===== config.mk =====
export PLATFORM = sky130hd
export DESIGN_NAME = muldiv_unit
export DESIGN_NICKNAME = d
export VERILOG_FILES = /design/src/rtl/muldiv_unit.sv
export SDC_FILE = /design/constraint.sdc
export NUM_CORES = 1
export LEC_CHECK = 0
export ABC_AREA = 1
export ABC_CLOCK_PERIOD_IN_PS = 17150
export BUFFER_PORTS_ARGS = -buffer_cell sky130_fd_sc_hd__buf_2
export CAP_MARGIN = 10
export CORE_MARGIN = 8
export CORE_UTILIZATION = 32
export CTS_CLUSTER_SIZE = 40
export DETAILED_ROUTE_END_ITERATION = 16
export PLACE_DENSITY = 0.56
export SETUP_SLACK_MARGIN = 0.02
export SYNTH_ARGS = -nofsm -noshare
export SYNTH_HDL_FRONTEND = slang
export SYNTH_SLANG_ARGS = --single-unit

===== constraint.sdc =====
create_clock -name clk -period 17.15 [get_ports clk]
set_input_delay 4.2875 -clock clk [delete_from_list [all_inputs] [get_ports clk]]
set_output_delay 4.2875 -clock clk [all_outputs]
set_load 0.05 [all_outputs]

===== src/rtl/muldiv_unit.sv =====
// Multi-cycle MULT/MULTU/DIV/DIVU unit owning the HI/LO registers.
// One shared 33-bit adder runs shift-add multiply and restoring divide.
module muldiv_unit #(
   parameter int WIDTH = 32,
   parameter int CNT_W = 5
) (
   input  logic             clk,
   input  logic             rst,
   input  logic             start,
   input  logic [1:0]       op,
   input  logic [WIDTH-1:0] op_a,
   input  logic [WIDTH-1:0] op_b,
   input  logic             hi_we,
   input  logic             lo_we,
   input  logic [WIDTH-1:0] wr_data,
   output logic             busy,
   output logic             done,
   output logic             div_by_zero,
   output logic [WIDTH-1:0] hi,
   output logic [WIDTH-1:0] lo
);

   localparam logic [1:0] S_IDLE = 2'd0;
   localparam logic [1:0] S_CALC = 2'd1;
   localparam logic [1:0] S_FIX  = 2'd2;

   logic [1:0]       state_q, state_d;
   logic [CNT_W-1:0] cnt_q, cnt_d;
   logic [1:0]       op_q, op_d;
   logic             sa_q, sa_d;
   logic             sb_q, sb_d;
   logic [WIDTH-1:0] araw_q, araw_d;
   logic [WIDTH-1:0] opnd_q, opnd_d;
   logic [WIDTH-1:0] acc_q, acc_d;
   logic [WIDTH-1:0] wrk_q, wrk_d;
   logic [WIDTH-1:0] hi_q, hi_d;
   logic [WIDTH-1:0] lo_q, lo_d;
   logic             done_q, done_d;
   logic             dbz_q, dbz_d;

   logic             is_div;
   logic             is_sgn;
   logic             in_sgn;
   logic [WIDTH-1:0] abs_a;
   logic [WIDTH-1:0] abs_b;
   logic [WIDTH:0]   add_x;
   logic [WIDTH:0]   add_y;
   logic [WIDTH:0]   add_s;
   logic [2*WIDTH-1:0] prod;
   logic [2*WIDTH-1:0] prod_n;
   logic [WIDTH-1:0] quo;
   logic [WIDTH-1:0] rem;

   assign is_div = op_q[1];
   assign is_sgn = ~op_q[0];
   assign in_sgn = ~op[0];

   assign abs_a = (in_sgn & op_a[WIDTH-1]) ? (~op_a + 1'b1) : op_a;
   assign abs_b = (in_sgn & op_b[WIDTH-1]) ? (~op_b + 1'b1) : op_b;

   // Divide feeds {rem,quo} shifted left and subtracts; multiply adds
   assign add_x = is_div ? {acc_q, wrk_q[WIDTH-1]} : {1'b0, acc_q};
   assign add_y = is_div ? ~{1'b0, opnd_q}
                         : (wrk_q[0] ? {1'b0, opnd_q} : '0);
   assign add_s = add_x + add_y + {{WIDTH{1'b0}}, is_div};

   assign prod   = {acc_q, wrk_q};
   assign prod_n = ~prod + 1'b1;
   assign quo    = (is_sgn & (sa_q ^ sb_q)) ? (~wrk_q + 1'b1) : wrk_q;
   assign rem    = (is_sgn & sa_q) ? (~acc_q + 1'b1) : acc_q;

   always_comb begin
      state_d = state_q;
      cnt_d   = cnt_q;
      op_d    = op_q;
      sa_d    = sa_q;
      sb_d    = sb_q;
      araw_d  = araw_q;
      opnd_d  = opnd_q;
      acc_d   = acc_q;
      wrk_d   = wrk_q;
      hi_d    = hi_q;
      lo_d    = lo_q;
      dbz_d   = dbz_q;
      done_d  = 1'b0;
      case (state_q)
         S_IDLE: begin
            if (hi_we) hi_d = wr_data;
            if (lo_we) lo_d = wr_data;
            if (start) begin
               op_d    = op;
               sa_d    = in_sgn & op_a[WIDTH-1];
               sb_d    = in_sgn & op_b[WIDTH-1];
               araw_d  = op_a;
               acc_d   = '0;
               cnt_d   = '0;
               dbz_d   = op[1] & (op_b == '0);
               opnd_d  = op[1] ? abs_b : abs_a;
               wrk_d   = op[1] ? abs_a : abs_b;
               state_d = S_CALC;
            end
         end
         S_CALC: begin
            if (is_div) begin
               if (!add_s[WIDTH]) begin
                  acc_d = add_s[WIDTH-1:0];
                  wrk_d = {wrk_q[WIDTH-2:0], 1'b1};
               end else begin
                  acc_d = {acc_q[WIDTH-2:0], wrk_q[WIDTH-1]};
                  wrk_d = {wrk_q[WIDTH-2:0], 1'b0};
               end
            end else begin
               acc_d = add_s[WIDTH:1];
               wrk_d = {add_s[0], wrk_q[WIDTH-1:1]};
            end
            cnt_d = cnt_q + 1'b1;
            if (cnt_q == CNT_W'(WIDTH-1)) state_d = S_FIX;
         end
         S_FIX: begin
            if (dbz_q) begin
               hi_d = araw_q;
               lo_d = '1;
            end else if (is_div) begin
               hi_d = rem;
               lo_d = quo;
            end else if (is_sgn & (sa_q ^ sb_q)) begin
               hi_d = prod_n[2*WIDTH-1:WIDTH];
               lo_d = prod_n[WIDTH-1:0];
            end else begin
               hi_d = prod[2*WIDTH-1:WIDTH];
               lo_d = prod[WIDTH-1:0];
            end
            done_d  = 1'b1;
            state_d = S_IDLE;
         end
         default: state_d = S_IDLE;
      endcase
   end

   always_ff @(posedge clk or posedge rst) begin
      if (rst) begin
         state_q <= S_IDLE;
         cnt_q   <= '0;
         op_q    <= '0;
         sa_q    <= 1'b0;
         sb_q    <= 1'b0;
         araw_q  <= '0;
         opnd_q  <= '0;
         acc_q   <= '0;
         wrk_q   <= '0;
         hi_q    <= '0;
         lo_q    <= '0;
         done_q  <= 1'b0;
         dbz_q   <= 1'b0;
      end else begin
         state_q <= state_d;
         cnt_q   <= cnt_d;
         op_q    <= op_d;
         sa_q    <= sa_d;
         sb_q    <= sb_d;
         araw_q  <= araw_d;
         opnd_q  <= opnd_d;
         acc_q   <= acc_d;
         wrk_q   <= wrk_d;
         hi_q    <= hi_d;
         lo_q    <= lo_d;
         done_q  <= done_d;
         dbz_q   <= dbz_d;
      end
   end

   assign busy        = (state_q != S_IDLE);
   assign done        = done_q;
   assign div_by_zero = dbz_q;
   assign hi          = hi_q;
   assign lo          = lo_q;

endmodule


---- Word level (Yosys, flattened, before mapping) ----
Index checks and enable logic that the tools add are counted.
operators by class
  add/subtract/negate cells ............... 8
  equal/unequal tests ..................... 7
  muxes and demuxes ....................... 33
  bitwise gates (word level) .............. 14
  reductions and logical operators ........ 10
operators by type and width
  cell                   count
  $mux 32                20
  $pmux 32 s2            4
  $add 32x1->32 const B  4
  $not 32->32            4
  $mux 33                2
  $add 64x1->64 const B  1
  $not 64->64            1
  $add 33x1->33          1
  $add 33x33->33         1
  $not 32->33            1
  $logic_not 32->1       1
  $pmux 5 s2             1
  $reduce_and 2->1       5
  $ne 2x2->1 const B     4
  $reduce_bool 2->1      3
  $add 5x1->5 const B    1
  $and 1x1->1            5
  $eq 5x5->1 const B     1
  $mux 5                 1
  $mux 2                 2
  $pmux 2 s2             1
  $eq 2x1->1 const B     1
  $eq 2x2->1 const B     1
  $logic_not 2->1        1
  other kinds (3)        5
storage, ports and cells
  flip-flop bits (word level) ............. 205
  input port bits ......................... 103
  output and inout port bits .............. 67
  logic and storage cells ................. 85

---- Longest topological paths before layout ----
  depth after elaboration ................. 7
  depth in mapped cells ................... 26
  gate-level depth less buffers ........... 22

---- Worst setup path after synthesis ----
OpenSTA, ideal clock, no wires.
  path type ............................... input to register
  from .................................... input op_b[0]
  to ...................................... register wrk_q[10]
  library setup time ...................... 0.130 ns
  data arrival time ....................... 5.550 ns
  data required time ...................... 17.020 ns
  slack ................................... 11.470 ns
  cell stages on the path ................. 11
  path through ............................ inv_1 ha_1 nand4_1 nor2_1 nor2_1 xor2_1 or2_2 nand3_1 nand2_1 nand2_1 o21ai_0
between the ends
  word-level cells in the longest chain between the ends .. 6
ends and longest elaborated chain
  what                  line  source
  from (decl)           12    input logic [WIDTH-1:0] op_b,
  $not 32->32           59    assign abs_b = (in_sgn & op_b[WIDTH-1]) ? (~op_b + 1'b1) : op_b;
  $add 32x1->32         59
  $mux 32               59
  $mux 32               99    wrk_d = op[1] ? abs_a : abs_b;
  $mux 32               90    if (start) begin
  $pmux 32 s2           86    case (state_q)
  to (signal assigned)  164   wrk_q <= wrk_d;
  to (decl)             35    logic [WIDTH-1:0] wrk_q, wrk_d;
Every way passes these cells. The select of a mux whose other input is x is not followed.
A chain may end at the register's enable or synchronous reset.

---- Worst setup path after layout ----
  from .................................... input start
  to ...................................... register wrk_q[4]
between the ends
  word-level cells in the longest chain between the ends .. 2
ends and longest elaborated chain
  what                        line  source
  from (decl)                 9     input logic start,
  $ne 2x2->1 (no line)        -
  $reduce_and 2->1 (no line)  -
Every way passes these cells.

==> metrics.txt <==
Crit. End Element=flip-flop; cells on worst reg2reg path=19; num ports=170; detailed placement HPWL=between 60000 and 70000 microns; CP max FO=80; FF+latch count, synth=slightly above 200; Synthesis Warnings=0; # resized after CTS=0; GRT Total Usage=0.235; # H-tree levels=1; Post-Syn Nets=3233; Hold Crit Depth=2; post-synth top area cell=dfrtp_1; fmax=between 150 and 200 MHz; clock root buffer=clkbuf_16; wire per inst=between 20 and 25 microns; crit-path cells=buf_2 -> nand2_4 -> inv_1 -> nor2_4 -> buf_4 -> inv_1 -> nand3_1 -> o21ai_0; Worst path max stage delay=approximately 0.70 ns; register area=a little over 0.005 sq mm; Die Span Y=around 260 microns; Antenna Cells=0; largest net degree at the start of global routing=between 90 and 100; row cnt=87; Worst-Skew Late Latency=0.54 ns; slowest CP cell=buf_4; Crit path top cell by count=inv_1; final setup skew=0.0173 ns; Placement Setup Slack=roughly 10 ns; Setup WS post-layout=10.81 ns; Final GP Congestion=between 1 and 1.5; Max Root-Sink Buffers=3; max_cap viols=0; vias per cell=around 5.2; Post-synth top cells=nand2_1 (980), nor2_1 (416), inv_1 (306); CP Launch Type=input port; Static Leakage=around 10 nW; post-synth top area share=0.280; Netlist cell types=53; post-synthesis async set-or-reset flop share=1.00; post-CTS setup buffers=0; count leader, synth=nand2_1; CP Class=in2reg; outcome=complete, no violations; RSZ-0062 raised after global routing=false; final WL=81100 microns; Num Clock Sinks=205; vias=roughly 20000; fin crit share=0.370; power per cell area=257 mW/mm^2; Top FF cell, synth=dfrtp_1; layout cells sized above 1=0.102; EDFF count, synth=0; CTS clk-pin slew, worst paths=0.06 ns; required time worst endpoint=~18 ns; antenna violations before repair=1; Filler cells=6378; Residual DRC=0; min Tclk post-route=about 6.3 ns; Pwr Total=0.00528 W; total grt overflow=0; worst slew pin tran=1.10 ns; final net count=roughly 3300; die width=255 microns; area of the multi-input gates=between 0.01 and 0.015 sq mm; cts hold-fix bufs=0; TNS Setup=0 ns; Initial Util=0.325; Buffers on Ports=approximately 170; final-report hold violation count=0; Post-Syn Area=0.0183 sq mm; Syn Area/Cell=slightly below 6 sq um; CORE AREA=roughly 0.056 sq mm; drt initial violations=roughly 2300; TritonCTS clock tree=done; Layout area overhead=11.9%; synth top area cells=dfrtp_1 (28%), nand2_1 (20%), nor2_1 (8.5%); WP data arrival=around 6.7 ns; register area share after synthesis=0.280; Slew headroom=0.266; number of buffers created by CTS=24; Pre-antenna DRT Iters=6; die area=0.0652 sq mm; Final ANT Viol Nets=0; endpoints failing setup=0; Post-Synthesis Cells=just over 3000; pins over their slew limit=0; Worst VDD drop=127 uV; hold crit path type=reg2reg; first-pass GRT wire length=between 100000 and 150000 microns; vias in the first global route=~19000
==> power breakdown <==
group / total [W] / switching (W) / internal (W) / leakage [nW]
sequential: 0.00105 / 0.000321 / 0.000729 / 2.43
combinational: 0.00372 / 0.00263 / 0.00110 / 7.51
clock: 0.000511 / 0.000217 / 0.000293 / 0.367
total: 0.00528 / 0.00317 / 0.00212 / 10.3
==> metrics by stage <==
stage / hold WS (ns) / instances / cell area, sq um / util
after detailed placement: 0.473 / 3904 / 19800 / 0.350
after global routing: 0.501 / 3945 / 20500 / 0.363
after floorplan: 0.448 / 3090 / 18300 / -
final: 0.488 / 3945 / 20500 / 0.363
after CTS: 0.490 / 3945 / 20500 / 0.363
after global placement: 0.470 / 3904 / 19800 / 0.350
==> registers in the layout, summed over array words and instances (netlist names) <==
register / count
sb_q: 1
done: 1
op_q: 2
opnd_q: 32
hi: 32
state_q: 2
araw_q: 32
acc_q: 32
div_by_zero: 1
sa_q: 1
wrk_q: 32
cnt_q: 5
lo: 32
==> routing by layer <==
| metal | up-vias | part of all wire | wire length, microns | global-route usage |
|---|---|---|---|---|
| li1 | 10067 | - | - | - |
| met1 | 9511 | 0.45 | 36900 | 0.338 |
| met2 | 802 | 0.43 | 34900 | 0.356 |
| met3 | 91 | 0.087 | 7030 | 0.0445 |
| met4 | 2 | 0.028 | 2250 | 0.0597 |
| met5 | - | 0.00016 | 13 | 0 |
==> critical path: cells and delay by family <==
kind	cells	cell delay (ns)
buffers and inverters	4	1.61
AND/OR/NAND/NOR	3	0.71
AO/OA/AOI/OAI	1	0.09
==> logic make-up (layout without fill, tap and decap cells) <==
group,Yosys count,in the layout,share of synthesized area
xor gates and xnor gates,50,50,0.0239
AOI/OAI and AO/OA,509,509,0.151
adders and majority gates,40,40,0.0281
buffers and inverters,452,551,0.0968
and+or+nand+nor,1834,1834,0.420
DFF,205,205,0.280
==> area by class of cell <==
class	instances	share of cell area
clock buffer	34	0.0336
clock inverter	7	0.00317
inverter	319	0.0588
multi-input combinational	2433	0.559
sequential	205	0.250
tap	756	0.0461
timing repair buffer	191	0.0493
==> final timing paths <==
path,startpoint,end,slack [ns]
max in group asynchronous,rst,op_q[1]$_DFFE_PP0P_,11.05
min,araw_q[6]$_DFFE_PP0P_,araw_q[6]$_DFFE_PP0P_,0.49
max reg2reg,op_q[1]$_DFFE_PP0P_,acc_q[31]$_DFFE_PP0P_,12.37
min reg2reg,araw_q[6]$_DFFE_PP0P_,araw_q[6]$_DFFE_PP0P_,0.49
min in group asynchronous,rst,hi[16]$_DFFE_PP0P_,3.79
max,start,wrk_q[4]$_DFFE_PP0P_,10.81
==> placed cells by master (no fill, tap or decap), types with 8 or more instances in the layout <==
master / n
nand3b_1: 12
nor3_1: 23
or2_2: 8
dfrtp_1: 204
nor2_1: 413
a21oi_1: 172
nand3_2: 15
xor2_1: 48
buf_2: 169
ha_1: 38
inv_1: 305
nand2_2: 28
o21ai_0: 244
nor2_2: 9
clkbuf_16: 25
o31ai_1: 10
a21boi_0: 12
inv_2: 10
o21ai_1: 9
nand4_1: 16
nor2_4: 8
buf_4: 22
nand3_1: 304
o211ai_1: 19
nand2_1: 979
Power figures use the tool's default switching activity.
